<file path="config.mk">
export PLATFORM = sky130hd
export DESIGN_NAME = sd_cmd_framer
export DESIGN_NICKNAME = d
export VERILOG_FILES = /design/src/rtl/sd_pkg.sv /design/src/rtl/sd_crc7.sv /design/src/rtl/sd_cmd_framer.sv
export SDC_FILE = /design/constraint.sdc
export NUM_CORES = 1
export LEC_CHECK = 0
export ABC_CLOCK_PERIOD_IN_PS = 3300
export BUFFER_PORTS_ARGS = -buffer_cell sky130_fd_sc_hd__buf_4
export CAP_MARGIN = 30
export CORE_MARGIN = 5
export CORE_UTILIZATION = 45
export CTS_CLUSTER_SIZE = 16
export DETAILED_ROUTE_END_ITERATION = 16
export PLACE_DENSITY = 0.73
export SLEW_MARGIN = 15
export SYNTH_ARGS = -nofsm -noshare
export SYNTH_HDL_FRONTEND = slang
export SYNTH_SLANG_ARGS = --single-unit
</file>
<file path="constraint.sdc">
create_clock -name CLOCK50 -period 3.3 [get_ports CLOCK50]
set_clock_uncertainty 0.2 [all_clocks]
set_input_delay 0.825 -clock CLOCK50 [delete_from_list [all_inputs] [get_ports CLOCK50]]
set_output_delay 0.825 -clock CLOCK50 [all_outputs]
set_load 0.01 [all_outputs]
</file>
<file path="src/rtl/sd_pkg.sv">
// Shared constants, state encoding and CRC7 step function for the SD command framer.
package sd_pkg;

  typedef enum logic [2:0] {
    ST_IDLE,
    ST_SEND,
    ST_SEND_WRX,
    ST_POLL,
    ST_POLL_WRX,
    ST_TRAIL,
    ST_TRAIL_WRX,
    ST_DONE
  } state_t;

  localparam logic [1:0]  START_BITS       = 2'b01;
  localparam logic [7:0]  FILL_BYTE        = 8'hFF;
  localparam logic [6:0]  CRC7_POLY        = 7'h09;
  localparam logic [7:0]  CRC_BYTE_CMD0    = 8'h95;
  localparam logic [7:0]  CRC_BYTE_CMD8    = 8'h87;
  localparam logic [7:0]  CRC_BYTE_DEFAULT = 8'h01;
  localparam int unsigned FRAME_LAST       = 5;

  // MSB-first CRC7 update over one byte.
  function automatic logic [6:0] crc7_byte(input logic [6:0] crc, input logic [7:0] data);
    logic [6:0] c;
    logic       fb;
    c = crc;
    for (int i = 7; i >= 0; i--) begin
      fb = data[i] ^ c[6];
      c  = {c[5:0], 1'b0} ^ (fb ? CRC7_POLY : 7'h00);
    end
    return c;
  endfunction

endpackage

</file>
<file path="src/rtl/sd_crc7.sv">
// Byte-serial CRC7 accumulator: combinational 8-bit step, registered result.
module sd_crc7
  import sd_pkg::*;
(
  input  logic       clk,
  input  logic       rst,
  input  logic       i_clr,
  input  logic       i_en,
  input  logic [7:0] i_data,
  output logic [6:0] o_crc
);

  logic [6:0] r_crc;
  logic [6:0] w_crc_next;

  always_comb w_crc_next = crc7_byte(r_crc, i_data);

  always_ff @(posedge clk or posedge rst) begin
    if (rst)        r_crc <= '0;
    else if (i_clr) r_crc <= '0;
    else if (i_en)  r_crc <= w_crc_next;
  end

  assign o_crc = r_crc;

endmodule

</file>
<file path="src/rtl/sd_cmd_framer.sv">
// SPI-mode SD command framer: sends the 6-byte command, polls for R1, sends Nrc fill.
// Build option SD_CMD_CRC7_EN: compute CRC7 on the fly instead of the fixed CMD0/CMD8 table.
module sd_cmd_framer
  import sd_pkg::*;
#(
  parameter int unsigned NCR_MAX     = 8,
  parameter int unsigned TRAIL_BYTES = 1
) (
  input  logic        CLOCK50,
  input  logic        RESET,
  input  logic        CMD_STB,
  input  logic [5:0]  CMD_IDX,
  input  logic [31:0] CMD_ARG,
  output logic        CMD_ACK,
  output logic        BUSY,
  output logic        RSP_STB,
  output logic [7:0]  RSP_DATA,
  output logic        RSP_TIMEOUT,
  output logic        TX_STB,
  output logic [7:0]  TX_DATA,
  input  logic        TX_ACK,
  input  logic        RX_STB,
  input  logic [7:0]  RX_DATA
);

  state_t      r_state,       w_state_n;
  logic [5:0]  r_cmd_idx,     w_cmd_idx_n;
  logic [31:0] r_cmd_arg,     w_cmd_arg_n;
  logic [2:0]  r_byte_idx,    w_byte_idx_n;
  logic [7:0]  r_poll_cnt,    w_poll_cnt_n;
  logic [3:0]  r_trail_cnt,   w_trail_cnt_n;
  logic        r_tx_stb,      w_tx_stb_n;
  logic [7:0]  r_tx_data,     w_tx_data_n;
  logic        r_cmd_ack,     w_cmd_ack_n;
  logic        r_busy,        w_busy_n;
  logic        r_rsp_stb,     w_rsp_stb_n;
  logic [7:0]  r_rsp_data,    w_rsp_data_n;
  logic        r_rsp_timeout, w_rsp_timeout_n;

  logic        w_crc_clr;
  logic        w_crc_en;
  logic [7:0]  w_crc_byte;
  logic [7:0]  w_tx_byte;
  logic        w_byte_done;
  logic        w_rsp_ready;
  logic        w_enter_done;
  logic [7:0]  w_poll_inc;
  logic [3:0]  w_trail_inc;

`ifdef SD_CMD_CRC7_EN
  logic [6:0] w_crc7;

  sd_crc7 u_crc7 (
    .clk    (CLOCK50),
    .rst    (RESET),
    .i_clr  (w_crc_clr),
    .i_en   (w_crc_en),
    .i_data (w_tx_byte),
    .o_crc  (w_crc7)
  );

  assign w_crc_byte = {w_crc7, 1'b1};
`else
  logic w_unused_crc;
  assign w_unused_crc = w_crc_clr ^ w_crc_en;

  // SPI mode ignores CRC after CMD8, so only CMD0/CMD8 need real values.
  always_comb begin
    w_crc_byte = CRC_BYTE_DEFAULT;
    if (r_cmd_idx == 6'd0)      w_crc_byte = CRC_BYTE_CMD0;
    else if (r_cmd_idx == 6'd8) w_crc_byte = CRC_BYTE_CMD8;
  end
`endif

  // Command frame byte selected by the current byte index.
  always_comb begin
    w_tx_byte = FILL_BYTE;
    case (r_byte_idx)
      3'd0:    w_tx_byte = {START_BITS, r_cmd_idx};
      3'd1:    w_tx_byte = r_cmd_arg[31:24];
      3'd2:    w_tx_byte = r_cmd_arg[23:16];
      3'd3:    w_tx_byte = r_cmd_arg[15:8];
      3'd4:    w_tx_byte = r_cmd_arg[7:0];
      3'd5:    w_tx_byte = w_crc_byte;
      default: w_tx_byte = FILL_BYTE;
    endcase
  end

  always_ff @(posedge CLOCK50 or posedge RESET) begin
    if (RESET) begin
      r_state       <= ST_IDLE;
      r_cmd_idx     <= '0;
      r_cmd_arg     <= '0;
      r_byte_idx    <= '0;
      r_poll_cnt    <= '0;
      r_trail_cnt   <= '0;
      r_tx_stb      <= 1'b0;
      r_tx_data     <= FILL_BYTE;
      r_cmd_ack     <= 1'b0;
      r_busy        <= 1'b0;
      r_rsp_stb     <= 1'b0;
      r_rsp_data    <= FILL_BYTE;
      r_rsp_timeout <= 1'b0;
    end else begin
      r_state       <= w_state_n;
      r_cmd_idx     <= w_cmd_idx_n;
      r_cmd_arg     <= w_cmd_arg_n;
      r_byte_idx    <= w_byte_idx_n;
      r_poll_cnt    <= w_poll_cnt_n;
      r_trail_cnt   <= w_trail_cnt_n;
      r_tx_stb      <= w_tx_stb_n;
      r_tx_data     <= w_tx_data_n;
      r_cmd_ack     <= w_cmd_ack_n;
      r_busy        <= w_busy_n;
      r_rsp_stb     <= w_rsp_stb_n;
      r_rsp_data    <= w_rsp_data_n;
      r_rsp_timeout <= w_rsp_timeout_n;
    end
  end

  always_comb begin
    w_state_n       = r_state;
    w_cmd_idx_n     = r_cmd_idx;
    w_cmd_arg_n     = r_cmd_arg;
    w_byte_idx_n    = r_byte_idx;
    w_poll_cnt_n    = r_poll_cnt;
    w_trail_cnt_n   = r_trail_cnt;
    w_tx_stb_n      = r_tx_stb;
    w_tx_data_n     = r_tx_data;
    w_cmd_ack_n     = 1'b0;
    w_busy_n        = r_busy;
    w_rsp_stb_n     = 1'b0;
    w_rsp_data_n    = r_rsp_data;
    w_rsp_timeout_n = r_rsp_timeout;
    w_crc_clr       = 1'b0;
    w_crc_en        = 1'b0;
    w_byte_done     = 1'b0;
    w_rsp_ready     = 1'b0;
    w_enter_done    = 1'b0;
    w_poll_inc      = (r_poll_cnt == 8'hFF) ? 8'hFF : r_poll_cnt + 8'd1;
    w_trail_inc     = r_trail_cnt + 4'd1;

    case (r_state)
      ST_IDLE: begin
        if (CMD_STB) begin
          w_cmd_idx_n     = CMD_IDX;
          w_cmd_arg_n     = CMD_ARG;
          w_byte_idx_n    = '0;
          w_poll_cnt_n    = '0;
          w_trail_cnt_n   = '0;
          w_rsp_timeout_n = 1'b0;
          w_cmd_ack_n     = 1'b1;
          w_busy_n        = 1'b1;
          w_crc_clr       = 1'b1;
          w_state_n       = ST_SEND;
        end
      end
      // Load a byte, then hold it until the controller acks.
      ST_SEND, ST_POLL, ST_TRAIL: begin
        if (!r_tx_stb) begin
          w_tx_stb_n  = 1'b1;
          w_tx_data_n = (r_state == ST_SEND) ? w_tx_byte : FILL_BYTE;
          w_crc_en    = (r_state == ST_SEND) && (r_byte_idx < 3'(FRAME_LAST));
        end else if (TX_ACK) begin
          w_tx_stb_n = 1'b0;
          if (RX_STB) w_byte_done = 1'b1;
          else if (r_state == ST_SEND) w_state_n = ST_SEND_WRX;
          else if (r_state == ST_POLL) w_state_n = ST_POLL_WRX;
          else                         w_state_n = ST_TRAIL_WRX;
        end
      end
      ST_SEND_WRX, ST_POLL_WRX, ST_TRAIL_WRX: w_byte_done = RX_STB;
      ST_DONE: w_state_n = ST_IDLE;
      default: w_state_n = ST_IDLE;
    endcase

    // Received byte completes the current transfer.
    if (w_byte_done) begin
      case (r_state)
        ST_SEND, ST_SEND_WRX: begin
          if (r_byte_idx == 3'(FRAME_LAST)) begin
            w_state_n = ST_POLL;
          end else begin
            w_byte_idx_n = r_byte_idx + 3'd1;
            w_state_n    = ST_SEND;
          end
        end
        ST_POLL, ST_POLL_WRX: begin
          if (!RX_DATA[7]) begin
            w_rsp_data_n    = RX_DATA;
            w_rsp_timeout_n = 1'b0;
            w_rsp_ready     = 1'b1;
          end else begin
            w_poll_cnt_n = w_poll_inc;
            if (w_poll_inc == 8'(NCR_MAX)) begin
              w_rsp_data_n    = FILL_BYTE;
              w_rsp_timeout_n = 1'b1;
              w_rsp_ready     = 1'b1;
            end else begin
              w_state_n = ST_POLL;
            end
          end
        end
        default: begin
          w_trail_cnt_n = w_trail_inc;
          if (w_trail_inc == 4'(TRAIL_BYTES)) w_enter_done = 1'b1;
          else                                w_state_n    = ST_TRAIL;
        end
      endcase
    end

    if (w_rsp_ready) begin
      if (TRAIL_BYTES == 0) w_enter_done = 1'b1;
      else                  w_state_n    = ST_TRAIL;
    end

    if (w_enter_done) begin
      w_state_n   = ST_DONE;
      w_rsp_stb_n = 1'b1;
      w_busy_n    = 1'b0;
    end
  end

  assign CMD_ACK     = r_cmd_ack;
  assign BUSY        = r_busy;
  assign RSP_STB     = r_rsp_stb;
  assign RSP_DATA    = r_rsp_data;
  assign RSP_TIMEOUT = r_rsp_timeout;
  assign TX_STB      = r_tx_stb;
  assign TX_DATA     = r_tx_data;

endmodule

</file>
==> summary.md, run 1 <==
| Metric | Value |
|---|---|
| Status | complete, no violations |
| RSZ-0062 raised after global routing | no |
| Crit end category | flip-flop |
| Post-CTS resize count | 0 |
| Clk sinks | 77 |
| Seq cells post-synth | 77 |
| Global-route wire length before repair | 14500 µm |
| # hold bufs at CTS | 0 |
| Post-detail-place hpwl | 6360 µm |
| Register Area | 0.00195 mm² |
| Ant. Diodes | 0 |
| Avg Cell Area, Syn | 9.29 µm² |
| Residual DRC | 0 |
| ANT nets after route | 0 |
| # nets final | 529 |
| Crit path launch | r_poll_cnt[0]$_DFF_PP0_ |
| Post-synth cell types | 56 |
| Synth warnings | 0 |
| Site Rows | 33 |
| Tot Pwr | 3680 µW |
| Root buffer cell | clkbuf_8 |
| Hold Vio Cnt, Final | 0 |
| Worst-case clock buffer depth | 2 |
| Vias | 3099 |
| Final Wtd Congestion | 0.818 |
| PortBufs | 71 |
| Die Footprint | 0.0104 mm² |
| Inserted Clock Buffers | 9 |
| Async SR Flop Fraction | 1.00 |
| Sequential fraction of the synthesis area | 0.514 |
| Final setup viols | 0 |
| Syn_nets | 467 |
| CP arrival | 2.42 ns |
| Cell Area, Synth | 0.00379 mm² |
| Hold/Removal Path Class | flip-flop to flip-flop |
| Worst VDD drop | 0.310 mV |
| First-pass iteration count of the detailed router | 4 |
| Setup_tns | 0 ns |
| Worst-Skew Late Latency | 0.35 ns |
| Routed wire length | 8830 µm |
| Die Wd | 102 µm |
| Layout cells sized above 1 | 0.261 |
| Share of the synthesized area in the top cell type | 0.403 |
| TritonCTS clock tree | built |
| Max-cap violations | 0 |
| Required @ worst endpoint | 3.38 ns |
| Post-synth EDFFs | 0 |
| Ys flop type | dfrtp_1 |
| Area delta synth->final | 20.6% |
| Vias in the first global route | 3065 |
| Initial antenna violation count | 0 |
| Cell count after synthesis | 408 |
| Fin crit share | 0.708 |
| Post CTS Setup Buffer Count | 0 |
| Vias per inst | 5.34 |
| Worst-margin pin slew | 0.662 ns |
| PD cells | 805 mW/mm² |
| Clk pin slew, worst setup/hold paths | 0.08 ns |
| DR WL/cell | 15.2 µm |
| Setup CP Type | flip-flop to flip-flop |
| Largest cells by area after synthesis | dfrtp_1 40%, nand2_1 13%, dfstp_2 11% |
| FMAX | 0.428 GHz |
| Leading area contributor after synthesis | dfrtp_1 |
| Die Height | 102 µm |
| Iter 0 DRT Violations | 179 |
| Hold path start | RSP_DATA[7]$_DFFE_PP1P_ |
| GRT Resource Usage Total | 0.177 |
| Reg2Reg Launch Point | r_poll_cnt[0]$_DFF_PP0_ |
| Largest net degree at the start of global routing | 78 |
| Total gr overflow | 0 |
| Kind of start point of the critical path | flip-flop |
| Core Box Area | 0.00822 mm² |
| Multi-input gate area | 0.00170 mm² |
| Rel. slew slack | 0.557 |
| Max Slew Vio Count | 0 |
| CTS H-tree depth | 3 |
| Initial Util | 0.461 |
| Fill cells | 750 |
| I/O Pins | 72 |
| CP max FO | 5 |
| Static Leak | 0.00218 µW |
| Minimum clock period | 2.34 ns |
## worst max-delay path: stages, from the launching register on
cell and delay, ns:
dfrtp_1 0.42, ha_1 0.27, or4b_1 0.51, o21ai_1 0.16, o2111ai_4 0.20, a311oi_1 0.37
a221o_1 0.16
## sequential cells by signal, indices dropped and copies added (netlist names)
signal	cells
BUSY	1
r_cmd_arg	32
r_state	3
RSP_DATA	8
TX_DATA	8
r_poll_cnt	8
r_cmd_idx	6
RSP_STB	1
r_trail_cnt	4
TX_STB	1
r_byte_idx	3
RSP_TIMEOUT	1
CMD_ACK	1
## synthesized netlist by cell type (3+ instances only)
| cell | number |
|---|---|
| a211oi_1 | 3 |
| a21oi_1 | 11 |
| a222oi_1 | 5 |
| a22oi_1 | 3 |
| a311oi_1 | 5 |
| a31oi_1 | 6 |
| a41oi_1 | 3 |
| and3_1 | 3 |
| buf_1 | 4 |
| buf_2 | 3 |
| clkbuf_1 | 16 |
| dfrtp_1 | 61 |
| dfstp_2 | 16 |
| ha_1 | 8 |
| inv_1 | 10 |
| mux2_2 | 7 |
| mux2i_1 | 5 |
| nand2_1 | 134 |
| nand2b_1 | 6 |
| nand3_1 | 10 |
| nor2_1 | 22 |
| nor2b_1 | 8 |
| nor3_1 | 6 |
| o21ai_0 | 6 |
| o22a_1 | 7 |
| xnor2_1 | 3 |
## final timing paths
path	slack [ns]	cells past startpoint	endpoint
setup / recovery	0.96	6	r_state[2]$_DFF_PP0_
min in group asynchronous	0.38	3	r_cmd_arg[16]$_DFFE_PP0P_
hold / removal	0.27	2	RSP_DATA[7]$_DFFE_PP1P_
hold reg to reg	0.27	2	RSP_DATA[7]$_DFFE_PP1P_
setup reg to reg	0.96	6	r_state[2]$_DFF_PP0_
max in group asynchronous	2.18	3	TX_DATA[4]$_DFFE_PP1P_
## layout by cell type, fill, tap and decap left out, types with 3 or more instances in the layout
cell	synthesis	routed
a211oi_1	3	3
a21oi_1	11	11
a222oi_1	5	5
a22oi_1	3	3
a311oi_1	5	5
a31oi_1	6	6
a41oi_1	3	3
and3_1	3	3
buf_4	1	75
clkbuf_8	0	9
clkinvlp_4	0	3
dfrtp_1	61	61
dfstp_2	16	16
ha_1	8	8
inv_1	10	9
mux2_2	7	7
mux2i_1	5	5
nand2_1	134	134
nand2b_1	6	6
nand3_1	10	10
nor2_1	22	22
nor2b_1	8	8
nor3_1	6	6
o21ai_0	6	6
o22a_1	7	7
xnor2_1	3	3
## final cells by class
cell class | instances | area share
clock buffer | 10 | 0.0279
tap | 105 | 0.0287
inverter | 10 | 0.00821
multi-input combinational | 296 | 0.373
sequential | 77 | 0.426
timing repair buffer | 76 | 0.128
clock inverter | 6 | 0.00903
## through the flow
| stage | area [µm²] | worst slack, ns | cells | hold WS, ns | util |
|---|---|---|---|---|---|
| 2_1_floorplan | 3790 | 0.335 | 408 | 0.240 | - |
| 3_3_place_gp | 4400 | 0.926 | 564 | 0.253 | 0.536 |
| 3_5_place_dp | 4400 | 0.876 | 564 | 0.256 | 0.536 |
| 4_1_cts | 4570 | 0.964 | 580 | 0.269 | 0.556 |
| 5_1_grt | 4570 | 0.879 | 580 | 0.292 | 0.556 |
| 6_report | 4570 | 0.965 | 580 | 0.265 | 0.556 |
## cells by family (layout without fill, tap and decap cells)
kind of cell               Yosys count  count (layout)  synth area share
DFF                                 77              77             0.514
muxes                               13              13            0.0376
and+or+nand+nor                    207             207             0.244
xor gates and xnor gates             4               4           0.00925
adders and majority gates            8               8            0.0264
AOI/OAI and AO/OA                   64              64             0.132
buffers and inverters               35             102            0.0370
## routing by layer
layer  vias up  part of all wire  track usage  routed length [µm]
met2        86              0.46        0.269                4080
met5         -                 0            0                   0
met3        15             0.059       0.0324                 517
met4         0             0.019       0.0716                 168
li1       1519                 -            -                   -
met1      1479              0.46        0.251                4060
## report_power, final
| part | leakage (µW) | switching (µW) | internal, µW |
|---|---|---|---|
| logic | 0.00116 | 709 | 624 |
| registers | 0.000948 | 339 | 1390 |
| clock network | 0.0000783 | 342 | 271 |
Power figures use the tool's default switching activity.
==> inputs of run 2 (changes only) <==
Settings changed: ABC_AREA from default to 1, ABC_CLOCK_PERIOD_IN_PS 3300 to 2000, PLACE_DENSITY 0.73 to 0.75.
Clock period 3.3 ns to 2 ns, I/O delays scaled along.
==> run 2 against run 1 <==
Synthesized cell count rose by 24%. Final cell count rose by 20%. Non-clock buffer count rose by 4. Critical path depth rose by 2. Global-route usage rose by 0.52 points. First-iteration DRC count rose by 9.5%. Largest cell class unchanged. Largest power group is now combinational cells.
==> summary.md, run 2 <==
| Metric | Value |
|---|---|
| Required @ worst endpoint | 2.04 ns (-1.34 ns) |
| I/O Pins | 72 (unchanged) |
| PD cells | 1410 mW/mm² (+75%) |
| CP arrival | 1.93 ns (-0.49 ns) |
| Iter 0 DRT Violations | 196 (+9.5%) |
| NetSw | 2760 µW (+98%) |
| Largest cells by area after synthesis | dfrtp_1 39%, nand2_1 19%, dfstp_2 11% |
| Initial antenna violation count | 0 (unchanged) |
| Vias | 3542 (+14%) |
| Clk sinks | 77 (unchanged) |
| Fill cells | 773 (+3.1%) |
| Seq cells post-synth | 77 (unchanged) |
| Sw Share | 0.396 (+0.0187) |
| Register Area | 0.00195 mm² (+0.13%) |
| Total gr overflow | 0 (unchanged) |
| ANT nets after route | 0 (unchanged) |
| Post-synth cell types | 37 (-34%) |
| Most common cell after layout, fill and taps aside | nand2_1 |
| CP max FO | 7 (+2) |
| DR WL/cell | 14.1 µm (-7.4%) |
| Worst-margin pin slew | 0.434 ns (-0.228 ns) |
| Static Leak | 0.00255 µW (+17%) |
| TritonCTS clock tree | built |
| Worst VDD drop | 0.609 mV (+96%) |
| Hold/Removal Path Class | input port to async pin |
| Cell Area, Synth | 0.00394 mm² (+3.8%) |
| Crit end category | flip-flop |
| Post-synth top cells | 198 x nand2_1, 61 x dfrtp_1, 52 x inv_1, 35 x nand3_1 |
| Ant. Diodes | 0 (unchanged) |
| Placed cell count | 677 (+20%) |
| Syn_nets | 564 (+21%) |
| Final setup viols | 0 (unchanged) |
| Max stage delay cell, worst path | dfrtp_1 |
| Status | complete, no violations |
| Initial Util | 0.456 (-0.00558) |
| Core Box Area | 0.00864 mm² (+5.1%) |
| # nets final | 642 (+21%) |
| Vias in the first global route | 3521 (+15%) |
| WHS | 0.0178 ns (-0.248 ns) |
| Final Wtd Congestion | 0.819 (+0.21%) |
| Minimum clock period | 1.89 ns (-0.447 ns) |
| Routed wire length | 9820 µm (+11%) |
| Clk pin slew, worst setup/hold paths | 0.08 ns (about the same) |
| Sequential share of power | 0.404 (-0.067) |
| Fin crit share | 0.944 (+0.236) |
| Share of the synthesized area in the top cell type | 0.388 (-0.0149) |
| # hold bufs at CTS | 0 (unchanged) |
| Synth warnings | 0 (unchanged) |
| Rel. slew slack | 0.711 (+0.153) |
| First-pass iteration count of the detailed router | 4 (unchanged) |
| Site Rows | 34 (+3.0%) |
| Non-filler instance count after layout | 696 (+20%) |
| Post-detail-place hpwl | 6940 µm (+9.1%) |
| Post-synth EDFFs | 0 (unchanged) |
| Ys flop type | dfrtp_1 |
| Multi-input gate area | 0.00176 mm² (+3.5%) |
| Root buffer cell | clkbuf_8 |
| Cell count after synthesis | 505 (+24%) |
| Hold Vio Cnt, Final | 0 (unchanged) |
| FMAX | 0.530 GHz (+24%) |
| Inserted Clock Buffers | 9 (unchanged) |
| Clock share of power | 0.190 (+0.023) |
| Max-cap violations | 0 (unchanged) |
| Finished Core Util | 0.570 (+0.0139) |
| Leading area contributor after synthesis | dfrtp_1 |
| R2r endpoint | r_poll_cnt[2]$_DFF_PP0_ |
| Count leader, synth | nand2_1 |
| Sequential fraction of the synthesis area | 0.495 (-0.0189) |
| Max Slew Vio Count | 0 (unchanged) |
| Die Wd | 104 µm (+1.7%) |
| Internal | 4200 µW (+83%) |
| Worst-case clock buffer depth | 2 (unchanged) |
| Area delta synth->final | 25.1% |
| Crit-path max cell delay | 0.49 ns (-0.02 ns) |
| Worst-Skew Late Latency | 0.35 ns (about the same) |
| Residual DRC | 0 (unchanged) |
| Setup CP Type | flip-flop to flip-flop |
| Reg2Reg Depth | 8 (+2) |
| Crit path launch | r_state[1]$_DFF_PP0_ |
| Reg2Reg Launch Point | r_state[1]$_DFF_PP0_ |
| Largest Register | r_cmd_arg |
| Worst path most repeated cell | nand2_4 |
| R2r setup slk | 0.11 ns (-0.85 ns) |
| Global-route wire length before repair | 16300 µm (+12%) |
| Vias per inst | 5.09 (-4.8%) |
| Kind of start point of the critical path | flip-flop |
| Layout cells sized above 1 | 0.259 (-0.00255) |
| Async SR Flop Fraction | 1.00 (unchanged) |
| PortBufs | 71 (unchanged) |
| Crit-path cells | a21oi_4 -> nand2_2 -> nand2_4 -> nand2_4 -> nor2_4 -> o21ai_2 -> o21ai_1 -> inv_1 |
| Max reg flops | 32 (unchanged) |
| Die Footprint | 0.0107 mm² (+3.4%) |
| Largest net degree at the start of global routing | 78 (unchanged) |
| CTS H-tree depth | 3 (unchanged) |
| Tot Pwr | 6950 µW (+89%) |
| Most frequent cells in the layout | 197 x nand2_1, 78 x buf_4, 59 x dfrtp_1, 50 x inv_1, 35 x nand3_1 |
| GRT Resource Usage Total | 0.182 (+0.00519) |
| Setup_tns | 0 ns (unchanged) |
| Avg Cell Area, Syn | 7.79 µm² (-16%) |
| Die Height | 104 µm (+1.7%) |
| Comb power frac | 0.407 (+0.045) |
==> run 2: logic make-up after synthesis <==
group           share of synthesized area
compound gates                     0.0928
flops                               0.495
fa+ha+maj                          0.0254
buf+inv                            0.0760
simple gates                        0.309
xor+xnor                          0.00223
==> run 2: critical path, delay by kind of cell (launching register included) <==
| family | cells | cell delay (ns) |
|---|---|---|
| AOI/OAI and AO/OA | 3 | 0.56 |
| DFF | 1 | 0.49 |
| and+or+nand+nor | 4 | 0.46 |
| buffers and inverters | 1 | 0.06 |
==> run 2: how the worst max path moves through the flow <==
stage                                          to
after detailed placement  RSP_DATA[4]$_DFFE_PP1P_
final                     r_poll_cnt[2]$_DFF_PP0_
after floorplan              r_state[1]$_DFF_PP0_
after global placement    RSP_DATA[3]$_DFFE_PP1P_
after global routing      RSP_DATA[6]$_DFFE_PP1P_
after CTS                 RSP_DATA[4]$_DFFE_PP1P_
==> run 2: timing repair <==
item / 4_1_cts / 5_1_grt
buffers inserted: 0 / 2
pin swaps: 0 / 2
endpoints found under the setup margin: 5 / 37
resized for setup: 1 / 14
gates cloned: 0 / 1
==> run 2: layout make-up <==
class	instances	share of cell area
Sequential cell	77	0.396
Multi-Input combinational cell	354	0.358
Timing Repair Buffer	80	0.127
Inverter	61	0.0475
Clock buffer	12	0.0295
Tap cell	108	0.0274
Clock inverter	4	0.0147
==> run 2: through the flow <==
stage	cell area (µm²)	worst slack [ns]
3_5_place_dp	4620	0.0123
2_1_floorplan	3940	0.184
6_report	4920	0.112
3_3_place_gp	4620	0.0988
4_1_cts	4840	0.0185
5_1_grt	4920	-0.0237
==> run 2: routing by layer <==
metal,GRT usage,share of wire,wire length (µm),up-vias
li1,-,-,-,1758
met1,0.238,0.43,4250,1674
met2,0.306,0.51,5020,98
met3,0.0367,0.045,443,12
met4,0.0544,0.010,102,0
met5,0,0,0,-
==> run 2: power groups by stage <==
stage	clock (µW)	sequential [µW]	combinational (µW)
CTS	1330	2770	2740
global placement	0	2760	2620
finish	1320	2810	2830
floorplan	0	2730	1810
detailed placement	0	2790	2720
global route	1410	2890	3220
==> inputs of run 3 (changes only) <==
Settings changed: ABC_AREA 1 to 0, PLACE_DENSITY 0.75 to 0.76, SKIP_CTS_REPAIR_TIMING from default to 1.
==> run 3 against run 2 <==
The run now ends with negative setup slack left. Die area shrank 3.3%. Final cell count fell by 13%. Via count decreased by 8.8%. Clock power fell by 13%. Cell area fell by 0.30%. Total power down 6.5%. First-iteration DRC count is 11% lower. Largest power group is now registers.
==> summary.md, run 3 (synthesis results as in run 1) <==
| Metric | Value |
|---|---|
| GRT Resource Usage Total | 0.188 (+0.00558) |
| Clock share of power | 0.178 (-0.012) |
| Finished Core Util | 0.597 (+0.0273) |
| Clk sinks | 77 (unchanged) |
| Area delta synth->final | 29.5% |
| Routed wire length | 9380 µm (-4.4%) |
| First-pass iteration count of the detailed router | 4 (unchanged) |
| Largest Register | r_cmd_arg |
| Static Leak | 0.00236 µW (-7.6%) |
| Worst-case clock buffer depth | 2 (unchanged) |
| Max reg flops | 32 (unchanged) |
| CTS H-tree depth | 3 (unchanged) |
| Core Box Area | 0.00822 mm² (-4.9%) |
| Root buffer cell | clkbuf_8 |
| Initial Util | 0.461 (+0.00558) |
| Minimum clock period | 2.15 ns (+0.257 ns) |
| Residual DRC | 0 (unchanged) |
| Inserted Clock Buffers | 9 (unchanged) |
| Final Wtd Congestion | 0.848 (+3.5%) |
| Most frequent cells in the layout | 134 x nand2_1, 101 x buf_4, 60 x dfrtp_1, 21 x nor2_1, 16 x dfstp_2 |
| NetSw | 2390 µW (-13%) |
| Status | finished with violations |
| Sequential share of power | 0.431 (+0.027) |
| Clk pin slew, worst setup/hold paths | 0.08 ns (about the same) |
| DR WL/cell | 15.4 µm (+9.2%) |
| Vias in the first global route | 3180 (-9.7%) |
| Die Footprint | 0.0104 mm² (-3.3%) |
| Failing checks | negative setup slack |
| Hold/Removal Path Class | input port to async pin |
| Worst setup margin | -0.145 ns (-0.257 ns) |
| Setup CP Type | flip-flop to flip-flop |
| Initial antenna violation count | 0 (unchanged) |
| Most common cell after layout, fill and taps aside | nand2_1 |
| Max-cap violations | 0 (unchanged) |
| Pre-CTS WS | -0.124 ns (-0.136 ns) |
| Worst-Skew Late Latency | 0.35 ns (about the same) |
| Die Height | 102 µm (-1.7%) |
| CP max FO | 6 (-1) |
| Internal | 4120 µW (-1.9%) |
| WHS | 0.0453 ns (+0.0275 ns) |
| I/O Pins | 72 (unchanged) |
| Comb power frac | 0.391 (-0.016) |
| Post-detail-place hpwl | 6560 µm (-5.6%) |
| Vias per inst | 5.30 (+4.2%) |
| Worst VDD drop | 0.619 mV (+1.7%) |
| ANT nets after route | 0 (unchanged) |
| CP arrival | 2.23 ns (+0.30 ns) |
| Sw Share | 0.367 (-0.0296) |
| Max Slew Vio Count | 0 (unchanged) |
| RSZ-0062 raised after global routing | yes |
| FMAX | 0.466 GHz (-12%) |
| Worst-margin pin slew | 0.401 ns (-0.0330 ns) |
| Global-route wire length before repair | 15200 µm (-6.4%) |
| Layout cells sized above 1 | 0.333 (+0.0748) |
| Crit end category | flip-flop |
| Kind of start point of the critical path | flip-flop |
| Rel. slew slack | 0.733 (+0.0220) |
| Iter 0 DRT Violations | 174 (-11%) |
| Hold Vio Cnt, Final | 0 (unchanged) |
| Fill cells | 692 (-10%) |
| Tot Pwr | 6500 µW (-6.5%) |
| CP bufs+invs | 0 (-1) |
| PD cells | 1320 mW/mm² (-6.2%) |
| Ant. Diodes | 0 (unchanged) |
| Max stage delay cell, worst path | or4b_4 |
| Vias | 3229 (-8.8%) |
| Total gr overflow | 0 (unchanged) |
| Delay-heaviest family, CP | simple AND/OR/NAND/NOR gates |
| Site Rows | 33 (-2.9%) |
| Final setup viols | 12 (+12) |
| PortBufs | 71 (unchanged) |
| Fin crit share | 1.07 (+0.129) |
| Setup_tns | -1.38 ns (-1.38 ns) |
| Crit-path max cell delay | 0.49 ns (about the same) |
| Die Wd | 102 µm (-1.7%) |
| Required @ worst endpoint | 2.08 ns (+0.04 ns) |
| Largest net degree at the start of global routing | 78 (unchanged) |
| # nets final | 558 (-13%) |
| Crit-path cells | ha_2 -> or4b_4 -> o21ai_4 -> o2111ai_4 -> or2_4 -> a21oi_2 |
| TritonCTS clock tree | built |
## run 3: changes by cell type in the layout (fill, tap and decap cells not counted), moves of 8 or more
cell / change
nand2_1: -63
inv_1: -41
nand3_1: -25
buf_4: +23
o21ai_0: -17
inv_2: -9
nor2b_1: +8
## run 3: power by group through the flow
| stage | Combinational [µW] | Clock [µW] | Sequential (µW) |
|---|---|---|---|
| after floorplan | 1490 | 0 | 2730 |
| after global placement | 2420 | 0 | 2790 |
| after detailed placement | 2490 | 0 | 2800 |
| after CTS | 2510 | 1170 | 2790 |
| after global routing | 2870 | 1250 | 2880 |
| final | 2540 | 1150 | 2800 |
## run 3: worst paths after layout
| path | startpoint | end | slack, ns | cells past startpoint |
|---|---|---|---|---|
| max | r_poll_cnt[1]$_DFF_PP0_ | RSP_DATA[7]$_DFFE_PP1P_ | -0.15 | 6 |
| max reg2reg | r_poll_cnt[1]$_DFF_PP0_ | RSP_DATA[7]$_DFFE_PP1P_ | -0.15 | 6 |
| min | RESET | CMD_ACK$_DFF_PP0_ | 0.05 | 3 |
| min reg2reg | RSP_DATA[7]$_DFFE_PP1P_ | RSP_DATA[7]$_DFFE_PP1P_ | 0.28 | 2 |
| max in group asynchronous | RESET | TX_DATA[4]$_DFFE_PP1P_ | 1.20 | 3 |
| min in group CLOCK50 | CMD_ARG[10] | r_cmd_arg[10]$_DFFE_PP0P_ | 0.13 | 3 |
## run 3: layer usage
layer	share of wire	GRT usage
met1	0.46	0.272
met3	0.051	0.0310
met5	0	0
met4	0.014	0.0665
met2	0.47	0.285
## run 3: stage by stage
stage                     cells  area (µm²)
after floorplan             408        3800
after global placement      589        4620
after detailed placement    589        4620
after CTS                   605        4820
after global routing        609        4910
final                       609        4910
## run 3: area by class of cell
class                           instances  area, µm²  area share
Clock buffer                           10        128      0.0260
Tap cell                              105        131      0.0268
Sequential cell                        77       1950       0.397
Clock inverter                          6       63.8      0.0130
Timing Repair Buffer                  104        818       0.167
Multi-Input combinational cell        297       1780       0.362
Inverter                               10       41.3     0.00841
## run 3: tightest hold or removal path, cell delays in order
cell        delay, ns
buf_4            0.12
clkinvlp_4       0.07
buf_12           0.32
